[config.mk]
export PLATFORM = sky130hd
export DESIGN_NAME = uart_bus_initiator_flat
export DESIGN_NICKNAME = d
export VERILOG_FILES = /design/src/rtl/uart_bus_initiator_if.sv /design/src/rtl/uart_bus_initiator.sv /design/src/flat_wrapper.sv
export SDC_FILE = /design/constraint.sdc
export NUM_CORES = 1
export LEC_CHECK = 0
export ABC_AREA = 1
export CORE_ASPECT_RATIO = 1.75
export CORE_MARGIN = 3
export CORE_UTILIZATION = 46
export CTS_CLUSTER_SIZE = 8
export DETAILED_ROUTE_END_ITERATION = 16
export PLACE_DENSITY = 0.77
export SLEW_MARGIN = 20
export SYNTH_ARGS = -nofsm -noshare
export SYNTH_HDL_FRONTEND = slang
export SYNTH_SLANG_ARGS = --single-unit
[constraint.sdc]
create_clock -name clk_i -period 1.9 [get_ports clk_i]
set_clock_uncertainty 0.15 [all_clocks]
set_input_delay 0.57 -clock clk_i [delete_from_list [all_inputs] [get_ports clk_i]]
set_output_delay 0.57 -clock clk_i [all_outputs]
set_load 0.02 [all_outputs]
[src/rtl/uart_bus_initiator_if.sv]
// Signal bundle between uart_bus_initiator and its surroundings: user byte streams,
// configuration request and the CPU-side register strobes of the UART block.
interface uart_bus_initiator_if #(
  parameter int CPU_ADDR_WIDTH  = 2,
  parameter int CPU_DATA_WIDTH  = 32,
  parameter int MAX_UART_DATA_W = 8
);
  logic [CPU_DATA_WIDTH-1:0]  cfg_ctrl_i;
  logic                       cfg_valid_i;
  logic [MAX_UART_DATA_W-1:0] tx_data_i;
  logic                       tx_valid_i;
  logic                       tx_ready_o;
  logic [MAX_UART_DATA_W-1:0] rx_data_o;
  logic [1:0]                 rx_err_o;
  logic                       rx_valid_o;
  logic                       rx_ready_i;
  logic                       busy_o;
  logic                       wr_en_cpu_o;
  logic                       rd_en_cpu_o;
  logic [CPU_ADDR_WIDTH-1:0]  cpu_addr_o;
  logic [CPU_DATA_WIDTH-1:0]  cpu_data_o;
  logic [CPU_DATA_WIDTH-1:0]  cpu_data_i;

  modport master (
    input  cfg_ctrl_i, cfg_valid_i, tx_data_i, tx_valid_i, rx_ready_i, cpu_data_i,
    output tx_ready_o, rx_data_o, rx_err_o, rx_valid_o, busy_o,
           wr_en_cpu_o, rd_en_cpu_o, cpu_addr_o, cpu_data_o
  );

  modport slave (
    output cfg_ctrl_i, cfg_valid_i, tx_data_i, tx_valid_i, rx_ready_i, cpu_data_i,
    input  tx_ready_o, rx_data_o, rx_err_o, rx_valid_o, busy_o,
           wr_en_cpu_o, rd_en_cpu_o, cpu_addr_o, cpu_data_o
  );
endinterface

[src/rtl/uart_bus_initiator.sv]
// CPU-less register sequencer for the UART block: CTRL/TX writes, STAT polling, RX reads.
// Tx byte reaches the TX write 2 cycles after accept; one-byte buffers each way, rx held until consumed.
module uart_bus_initiator #(
  parameter int CPU_ADDR_WIDTH  = 2,
  parameter int CPU_DATA_WIDTH  = 32,
  parameter int MAX_UART_DATA_W = 8,
  parameter int POLL_GAP        = 4
) (
  input logic                 clk_i,
  input logic                 rst_ni,
  uart_bus_initiator_if.master bus
);

  localparam logic [2:0] S_IDLE     = 3'd0;
  localparam logic [2:0] S_WR_CFG   = 3'd1;
  localparam logic [2:0] S_WR_TXD   = 3'd2;
  localparam logic [2:0] S_WR_START = 3'd3;
  localparam logic [2:0] S_POLL_RD  = 3'd4;
  localparam logic [2:0] S_POLL_CHK = 3'd5;
  localparam logic [2:0] S_RX_RD    = 3'd6;
  localparam logic [2:0] S_RX_CHK   = 3'd7;

  localparam logic [CPU_ADDR_WIDTH-1:0] A_STAT = CPU_ADDR_WIDTH'(0);
  localparam logic [CPU_ADDR_WIDTH-1:0] A_CTRL = CPU_ADDR_WIDTH'(1);
  localparam logic [CPU_ADDR_WIDTH-1:0] A_TX   = CPU_ADDR_WIDTH'(2);
  localparam logic [CPU_ADDR_WIDTH-1:0] A_RX   = CPU_ADDR_WIDTH'(3);

  localparam logic [CPU_DATA_WIDTH-1:0] START_MASK = CPU_DATA_WIDTH'(2);

  localparam int                 GAP_W      = $clog2(POLL_GAP + 1);
  localparam logic [GAP_W-1:0]   GAP_RELOAD = GAP_W'(POLL_GAP);

  logic [2:0]                 state, state_nxt;
  logic                       cfg_pend;
  logic [CPU_DATA_WIDTH-1:0]  cfg_word;
  logic [CPU_DATA_WIDTH-1:0]  ctrl_shadow;
  logic [MAX_UART_DATA_W-1:0] tx_buf;
  logic                       tx_full;
  logic                       tx_inflight;
  logic                       tx_seen;
  logic [MAX_UART_DATA_W-1:0] rx_buf;
  logic [1:0]                 rx_err;
  logic [1:0]                 rx_err_pend;
  logic                       rx_full;
  logic [GAP_W-1:0]           gap_cnt;

  logic tx_accept, rx_pop;
  logic stat_tx_done, stat_tx_busy, stat_rx_done, stat_par_err, stat_stop_err;
  logic unused_rd_bits;

  assign tx_accept     = bus.tx_valid_i && !tx_full;
  assign rx_pop        = rx_full && bus.rx_ready_i;
  assign stat_tx_done  = bus.cpu_data_i[0];
  assign stat_tx_busy  = bus.cpu_data_i[1];
  assign stat_rx_done  = bus.cpu_data_i[16];
  assign stat_par_err  = bus.cpu_data_i[18];
  assign stat_stop_err = bus.cpu_data_i[19];
  assign unused_rd_bits = ^bus.cpu_data_i;

  always_comb begin
    state_nxt = state;
    case (state)
      S_IDLE: begin
        if (cfg_pend)                      state_nxt = S_WR_CFG;
        else if (tx_full && !tx_inflight)  state_nxt = S_WR_TXD;
        else if (gap_cnt <= GAP_W'(1))     state_nxt = S_POLL_RD;
      end
      S_WR_CFG:   state_nxt = S_IDLE;
      S_WR_TXD:   state_nxt = S_WR_START;
      S_WR_START: state_nxt = S_IDLE;
      S_POLL_RD:  state_nxt = S_POLL_CHK;
      // A held rx byte masks rx_done so the register side keeps it until we have room.
      S_POLL_CHK: state_nxt = (stat_rx_done && !rx_full) ? S_RX_RD : S_IDLE;
      S_RX_RD:    state_nxt = S_RX_CHK;
      S_RX_CHK:   state_nxt = S_IDLE;
      default:    state_nxt = S_IDLE;
    endcase
  end

  // Strobes decode straight from state so an async reset drops them immediately.
  always_comb begin
    bus.wr_en_cpu_o = 1'b0;
    bus.rd_en_cpu_o = 1'b0;
    bus.cpu_addr_o  = '0;
    bus.cpu_data_o  = '0;
    case (state)
      S_WR_CFG: begin
        bus.wr_en_cpu_o = 1'b1;
        bus.cpu_addr_o  = A_CTRL;
        bus.cpu_data_o  = cfg_word;
      end
      S_WR_TXD: begin
        bus.wr_en_cpu_o = 1'b1;
        bus.cpu_addr_o  = A_TX;
        bus.cpu_data_o  = {{(CPU_DATA_WIDTH-MAX_UART_DATA_W){1'b0}}, tx_buf};
      end
      S_WR_START: begin
        bus.wr_en_cpu_o = 1'b1;
        bus.cpu_addr_o  = A_CTRL;
        bus.cpu_data_o  = ctrl_shadow | START_MASK;
      end
      S_POLL_RD: begin
        bus.rd_en_cpu_o = 1'b1;
        bus.cpu_addr_o  = A_STAT;
      end
      S_RX_RD: begin
        bus.rd_en_cpu_o = 1'b1;
        bus.cpu_addr_o  = A_RX;
      end
      default: ;
    endcase
  end

  always_ff @(posedge clk_i or negedge rst_ni) begin
    if (!rst_ni) begin
      state       <= S_IDLE;
      cfg_pend    <= 1'b0;
      cfg_word    <= '0;
      ctrl_shadow <= '0;
      tx_buf      <= '0;
      tx_full     <= 1'b0;
      tx_inflight <= 1'b0;
      tx_seen     <= 1'b0;
      rx_buf      <= '0;
      rx_err      <= '0;
      rx_err_pend <= '0;
      rx_full     <= 1'b0;
      gap_cnt     <= GAP_RELOAD;
    end else begin
      state <= state_nxt;

      if (state == S_IDLE && gap_cnt != '0)
        gap_cnt <= gap_cnt - GAP_W'(1);
      if ((state == S_POLL_CHK && state_nxt == S_IDLE) || state == S_RX_CHK)
        gap_cnt <= GAP_RELOAD;

      if (state == S_WR_CFG) begin
        ctrl_shadow <= cfg_word;
        cfg_pend    <= 1'b0;
      end
      // A request arriving during WR_CFG wins and is written on the next pass.
      if (bus.cfg_valid_i) begin
        cfg_pend <= 1'b1;
        cfg_word <= bus.cfg_ctrl_i & ~START_MASK;
      end

      if (tx_accept) begin
        tx_buf  <= bus.tx_data_i;
        tx_full <= 1'b1;
      end
      if (state == S_WR_START) begin
        tx_full     <= 1'b0;
        tx_inflight <= 1'b1;
        tx_seen     <= 1'b0;
      end

      // tx_done may be missed between polls, so busy seen high then low also ends the transfer.
      if (state == S_POLL_CHK && tx_inflight) begin
        if (stat_tx_done || (tx_seen && !stat_tx_busy))
          tx_inflight <= 1'b0;
        else if (stat_tx_busy)
          tx_seen <= 1'b1;
      end

      if (state == S_POLL_CHK && state_nxt == S_RX_RD)
        rx_err_pend <= {stat_stop_err, stat_par_err};

      if (rx_pop)
        rx_full <= 1'b0;
      if (state == S_RX_CHK) begin
        rx_buf  <= bus.cpu_data_i[MAX_UART_DATA_W-1:0];
        rx_err  <= rx_err_pend;
        rx_full <= 1'b1;
      end
    end
  end

  assign bus.tx_ready_o = !tx_full;
  assign bus.rx_data_o  = rx_buf;
  assign bus.rx_err_o   = rx_err;
  assign bus.rx_valid_o = rx_full;
  assign bus.busy_o     = (state != S_IDLE) || tx_inflight;

endmodule

[src/flat_wrapper.sv]
// flat-port wrapper written by rule: the top's interface ports become plain ports
module uart_bus_initiator_flat 
#(
  parameter int CPU_ADDR_WIDTH  = 2,
  parameter int CPU_DATA_WIDTH  = 32,
  parameter int MAX_UART_DATA_W = 8,
  parameter int POLL_GAP        = 4
)
  (clk_i, rst_ni, bus_cfg_ctrl_i, bus_cfg_valid_i, bus_tx_data_i, bus_tx_valid_i, bus_rx_ready_i, bus_cpu_data_i, bus_tx_ready_o, bus_rx_data_o, bus_rx_err_o, bus_rx_valid_o, bus_busy_o, bus_wr_en_cpu_o, bus_rd_en_cpu_o, bus_cpu_addr_o, bus_cpu_data_o);
  uart_bus_initiator_if #(.CPU_ADDR_WIDTH(CPU_ADDR_WIDTH), .CPU_DATA_WIDTH(CPU_DATA_WIDTH), .MAX_UART_DATA_W(MAX_UART_DATA_W)) bus_i ();
  input logic clk_i;
  input logic rst_ni;
  input wire logic [$bits(bus_i.cfg_ctrl_i)-1:0] bus_cfg_ctrl_i;
  input wire logic [$bits(bus_i.cfg_valid_i)-1:0] bus_cfg_valid_i;
  input wire logic [$bits(bus_i.tx_data_i)-1:0] bus_tx_data_i;
  input wire logic [$bits(bus_i.tx_valid_i)-1:0] bus_tx_valid_i;
  input wire logic [$bits(bus_i.rx_ready_i)-1:0] bus_rx_ready_i;
  input wire logic [$bits(bus_i.cpu_data_i)-1:0] bus_cpu_data_i;
  output wire logic [$bits(bus_i.tx_ready_o)-1:0] bus_tx_ready_o;
  output wire logic [$bits(bus_i.rx_data_o)-1:0] bus_rx_data_o;
  output wire logic [$bits(bus_i.rx_err_o)-1:0] bus_rx_err_o;
  output wire logic [$bits(bus_i.rx_valid_o)-1:0] bus_rx_valid_o;
  output wire logic [$bits(bus_i.busy_o)-1:0] bus_busy_o;
  output wire logic [$bits(bus_i.wr_en_cpu_o)-1:0] bus_wr_en_cpu_o;
  output wire logic [$bits(bus_i.rd_en_cpu_o)-1:0] bus_rd_en_cpu_o;
  output wire logic [$bits(bus_i.cpu_addr_o)-1:0] bus_cpu_addr_o;
  output wire logic [$bits(bus_i.cpu_data_o)-1:0] bus_cpu_data_o;
  assign bus_i.cfg_ctrl_i = bus_cfg_ctrl_i;
  assign bus_i.cfg_valid_i = bus_cfg_valid_i;
  assign bus_i.tx_data_i = bus_tx_data_i;
  assign bus_i.tx_valid_i = bus_tx_valid_i;
  assign bus_i.rx_ready_i = bus_rx_ready_i;
  assign bus_i.cpu_data_i = bus_cpu_data_i;
  assign bus_tx_ready_o = bus_i.tx_ready_o;
  assign bus_rx_data_o = bus_i.rx_data_o;
  assign bus_rx_err_o = bus_i.rx_err_o;
  assign bus_rx_valid_o = bus_i.rx_valid_o;
  assign bus_busy_o = bus_i.busy_o;
  assign bus_wr_en_cpu_o = bus_i.wr_en_cpu_o;
  assign bus_rd_en_cpu_o = bus_i.rd_en_cpu_o;
  assign bus_cpu_addr_o = bus_i.cpu_addr_o;
  assign bus_cpu_data_o = bus_i.cpu_data_o;
  uart_bus_initiator #(.CPU_ADDR_WIDTH(CPU_ADDR_WIDTH), .CPU_DATA_WIDTH(CPU_DATA_WIDTH), .MAX_UART_DATA_W(MAX_UART_DATA_W), .POLL_GAP(POLL_GAP)) u_core (.clk_i(clk_i), .rst_ni(rst_ni), .bus(bus_i));
endmodule
Word level (Yosys, flattened, before mapping)
Index checks and enable logic that the tools add are counted.

Register bits after elaboration: 93. Bits of input ports: 77. Output and inout port bits: 49. Logic and storage cells: 75.

Add/subtract/negate cells: 1. Order comparisons: 1. Equality and inequality tests: 8. Multiplexer cells: 24. Reductions and logical operators: 28.

Operator list (number): $pmux W32 S3 (1); $mux W3 (6); $pmux W3 S6 (1); $eq A3 B3 Y1 const B (5); $mux W1 (15); $logic_and A1 B1 Y1 (9); $reduce_bool A2 Y1 (4); $eq A3 B2 Y1 const B (2); $logic_not A3 Y1 (2); $pmux W2 S3 (1); $reduce_bool A3 Y1 (2); $reduce_or A3 Y1 (2); $logic_not A1 Y1 (4); $reduce_or A2 Y1 (2); $eq A3 B1 Y1 const B (1); $le A3 B1 Y1 const B (1); $logic_or A1 B1 Y1 (3); $sub A3 B1 Y3 const B (1).

Depth between registers and ports, before layout
Depth in word-level cells: 9. Gate-level depth with buffers: 7. Depth with buffers taken out: 7.

Worst setup path before layout
OpenSTA, ideal clock, no wires.

Kind: register -> output. Start: reg u_core.state[2]. End: out bus_cpu_data_o[10]. Data arrival time: 1.394 ns. Data required time: 1.180 ns. Path slack: -0.214 ns. Cell stages (with the launch flop): 6. Buffers on the path: 2. Cell sequence: dfrtp_1 buf_6 inv_1 nand3_2 clkbuf_1 o21ai_0.

Cells in the longest elaborated chain, start to end: 2. Elaborated cells on any way between the ends: 4. Classes of those cells: eq/ne: 3; mux: 1.

Ends and longest elaborated chain: from (decl) (RTL line uart_bus_initiator.sv:33) `logic [2:0] state, state_nxt;`; from (signal assigned) (RTL line uart_bus_initiator.sv:130) `state <= state_nxt;`; $eq A3 B2 Y1 or $eq A3 B1 Y1 (tied branches) (RTL line uart_bus_initiator.sv:86) `case (state)`; $pmux W32 S3 * (RTL line uart_bus_initiator.sv:86); to (decl) (RTL line flat_wrapper.sv:27) `output wire logic [$bits(bus_i.cpu_data_o)-1:0] bus_cpu_data_o;`.

Mark *: on every way between the ends. The rest lies on a longest branch, timed or not.

Final worst setup path
Start: reg u_core.state[1]. End: out bus_cpu_data_o[5].

Same word-level chain as after synthesis.

==> metrics.md <==
| Metric | Value |
|---|---|
| Status | `finished with violations` |
| Failing checks | `negative setup slack` |
| Ports | `126` |
| Drt total wl | `10600 µm` |
| Leading cell type in the layout, fill and taps excluded | `dfrtp_1` |
| Fin. Hold Viols | `0` |
| DP HPWL | `6820 µm` |
| Flop and latch count out of synthesis | `93` |
| Post-Syn Area per Cell | `10.2 µm²` |
| Worst-path cell chain | `buf_6, nor3_4, buf_6, buf_12, nand2_4, o211ai_1, buf_4` |
| Critical Path Start | `u_core.state[1]` |
| Routed WL per cell | `16.3 µm` |
| Post-Syn Area | `0.00399 mm²` |
| FFs w/ async S/R, synth | `100%` |
| Tot GR Track Use | `23.1%` |
| # diodes | `0` |
| Site row count | `44` |
| Max Slew Vio Count | `0` |
| Share of layout cells above drive strength 1 | `37.1%` |
| First-pass GRT wire length | `17500 µm` |
| Worst slew pin tran | `0.398 ns` |
| Post-synth EDFFs | `0` |
| Placeable Area | `0.00837 mm²` |
| GRT overflow | `0` |
| Initial antenna violation count | `0` |
| Clock root cell | `clkbuf_16` |
| Total Die Area | `0.00986 mm²` |
| Power Dens Cells | `1500 mW/mm²` |
| Die Width | `76.4 µm` |
| Mapped Cells | `390` |
| Final setup violation count | `37` |
| Initial Util | `47.6%` |
| Final Wtd Congestion | `0.867` |
| Clock slew at reported path FFs | `0.06 ns` |
| Vias | `3257` |
| Final worst slack | `-0.540 ns` |
| CP max-delay cell | `dfrtp_1` |
| Period utilization | `128%` |
| Unrepaired setup endpoints after global routing | `true` |
| CP Launch Type | `flip-flop` |
| Cell taking the most area after synthesis | `dfrtp_1` |
| Post-layout net count | `609` |
| Reg-to-reg startpoint | `u_core.state[2]` |
| Worst Reg-to-Reg Cells | `6` |
| Antenna Nets Post-Route | `0` |
| Top cell by count, worst path | `buf_6` |
| Largest net degree at the start of global routing | `34` |
| 1st-iter DRT viols | `179` |
| Max frequency | `410 MHz` |
| RR Endpoint | `u_core.gap_cnt[0]` |
| Netlist cell types | `26` |
| Final core utilization | `74.8%` |
| DR pass1 iterations | `4` |
| Post-synth top area share | `57.8%` |
| CTS tree | `done` |
| Total power | `9.41 mW` |
| Clk buf depth | `2` |
| Max_slew headroom | `73.4%` |
| Crit. End Element | `primary output` |
| Vias in the first global route | `3594` |
| HP Class | `input port to asynchronous set/reset pin` |
| Yosys warning total | `0` |
| Crit-path max FO | `7` |
| Crit path arrival time | `1.72 ns` |
| Max-cap viol count | `0` |
| Max incr delay on CP | `0.41 ns` |
| Minimum clock period | `2.44 ns` |
| Port Buffers | `103` |
| WS Path Type | `flip-flop to primary output` |
| Clock tree sinks | `93` |
| Clock Latency Late Sink | `0.34 ns` |
| Top post-synthesis cells by area | `dfrtp_1 (58%), mux2_2 (10%), o21ai_0 (8.8%)` |
| Register area share after synthesis | `58.4%` |
| Mapped Nets | `470` |
| CTS Buf Count | `9` |
| # hold bufs at CTS | `0` |
| Max rail drop VDD | `0.00113 V` |
| Number of remaining DRC errors | `0` |
| Vias per inst | `5.03` |
| Worst reg2reg setup slack | `0.21 ns` |
| Max H-tree Level | `3` |
| Die Y | `129 µm` |
| Most frequent cells in the layout | `dfrtp_1 (91), inv_1 (53), clkdlybuf4s50_1 (53), nand2_1 (44), o21ai_0 (44)` |
| P&R area growth vs syn | `57.0%` |
| Cell leakage power | `2.97 nW` |
| CP Data Required Time | `1.18 ns` |
| Dominant synthesized flop cell | `dfrtp_1` |
-- report_power, final --
part	total [mW]	switching, mW	internal (mW)
Sequential	3.01	0.325	2.68
Combinational	4.68	2.51	2.17
Clock	1.72	0.712	1.00
-- state kept, by name, indices dropped and copies added, names as in the netlist --
name                   flops
u_core.tx_full             1
u_core.tx_buf              8
u_core.bus.rx_data_o       8
u_core.state               3
u_core.rx_err_pend         2
u_core.bus.rx_err_o        2
u_core.cfg_pend            1
u_core.tx_inflight         1
u_core.tx_seen             1
u_core.ctrl_shadow        31
u_core.bus.rx_valid_o      1
u_core.gap_cnt             3
u_core.cfg_word           31
-- layer usage --
layer | share of wire, % | GRT usage [%]
met5 | 0 | 0
met4 | 4.2 | 12.3
met3 | 2.9 | 5.22
met2 | 57 | 42.9
met1 | 36 | 24.0
-- synthesized netlist by cell type (2+ instances only) --
master    number
clkbuf_1       5
buf_6          5
o211ai_1       7
nand2_1       73
inv_1         56
nand3_1        8
mux2_2        36
mux2_1         3
o21bai_1       2
nand4_1        3
ha_1           3
buf_2          5
clkbuf_2       3
a21oi_1        3
dfrtp_1       92
nor2_1         6
o21ai_0       70
nor3_1         2
-- per-stage QoR --
step / std cells / cell area, µm² / setup slack (ns) / TNS [ns] / hold slack, ns
floorplan: 390 / 4170 / -0.0758 / -0.491 / 0.124
global placement: 616 / 5490 / -0.576 / -19.51 / 0.314
detailed placement: 616 / 5490 / -0.605 / -20.38 / 0.326
CTS: 647 / 6220 / -0.535 / -16.03 / 0.0175
global route: 648 / 6260 / -0.641 / -18.41 / 0.0247
finish: 648 / 6260 / -0.540 / -15.56 / 0.00167
-- worst max-delay path: cells and delay by family (launching register included) --
kind / cells / cell delay (ns)
AOI/OAI and AO/OA: 1 / 0.10
buffers and inverters: 4 / 0.63
DFF: 1 / 0.41
and+or+nand+nor: 2 / 0.22
-- how the worst max path moves through the flow --
stage / to / slack [ns] / depth (start not counted)
global route: bus_cpu_data_o[5] / -0.64 / 7
global placement: bus_cpu_data_o[18] / -0.58 / 5
finish: bus_cpu_data_o[5] / -0.54 / 7
floorplan: bus_cpu_data_o[0] / -0.08 / 5
CTS: bus_cpu_data_o[20] / -0.53 / 8
detailed placement: bus_cpu_data_o[23] / -0.61 / 5
-- cell type report --
| cell class | instances | area (µm²) |
|---|---|---|
| flip-flops and latches | 93 | 2330 |
| fillers | 582 | 2110 |
| multi-input cells | 222 | 1690 |
| repair buffers | 146 | 1600 |
| clock buffers | 10 | 229 |
| inverters | 57 | 216 |
| well taps | 115 | 144 |
| clock inverters | 5 | 52.6 |
-- repair_timing --
action,in CTS,in global routing
gates resized for setup,286,13
pin swaps,3,1
setup endpoints to repair,49,38
buffers inserted,11,3
cloned,5,0
-- kinds of logic after synthesis --
logic type               Yosys count  synth area share [%]
AO/OA/AOI/OAI                     85                  11.4
adder cells (fa/ha/maj)            3                 0.942
buffers and inverters             75                  8.25
flip-flops                        93                  58.4
multiplexers                      39                  11.0
AND/OR/NAND/NOR                   95                  9.98
(Power assumes the default switching activity.)
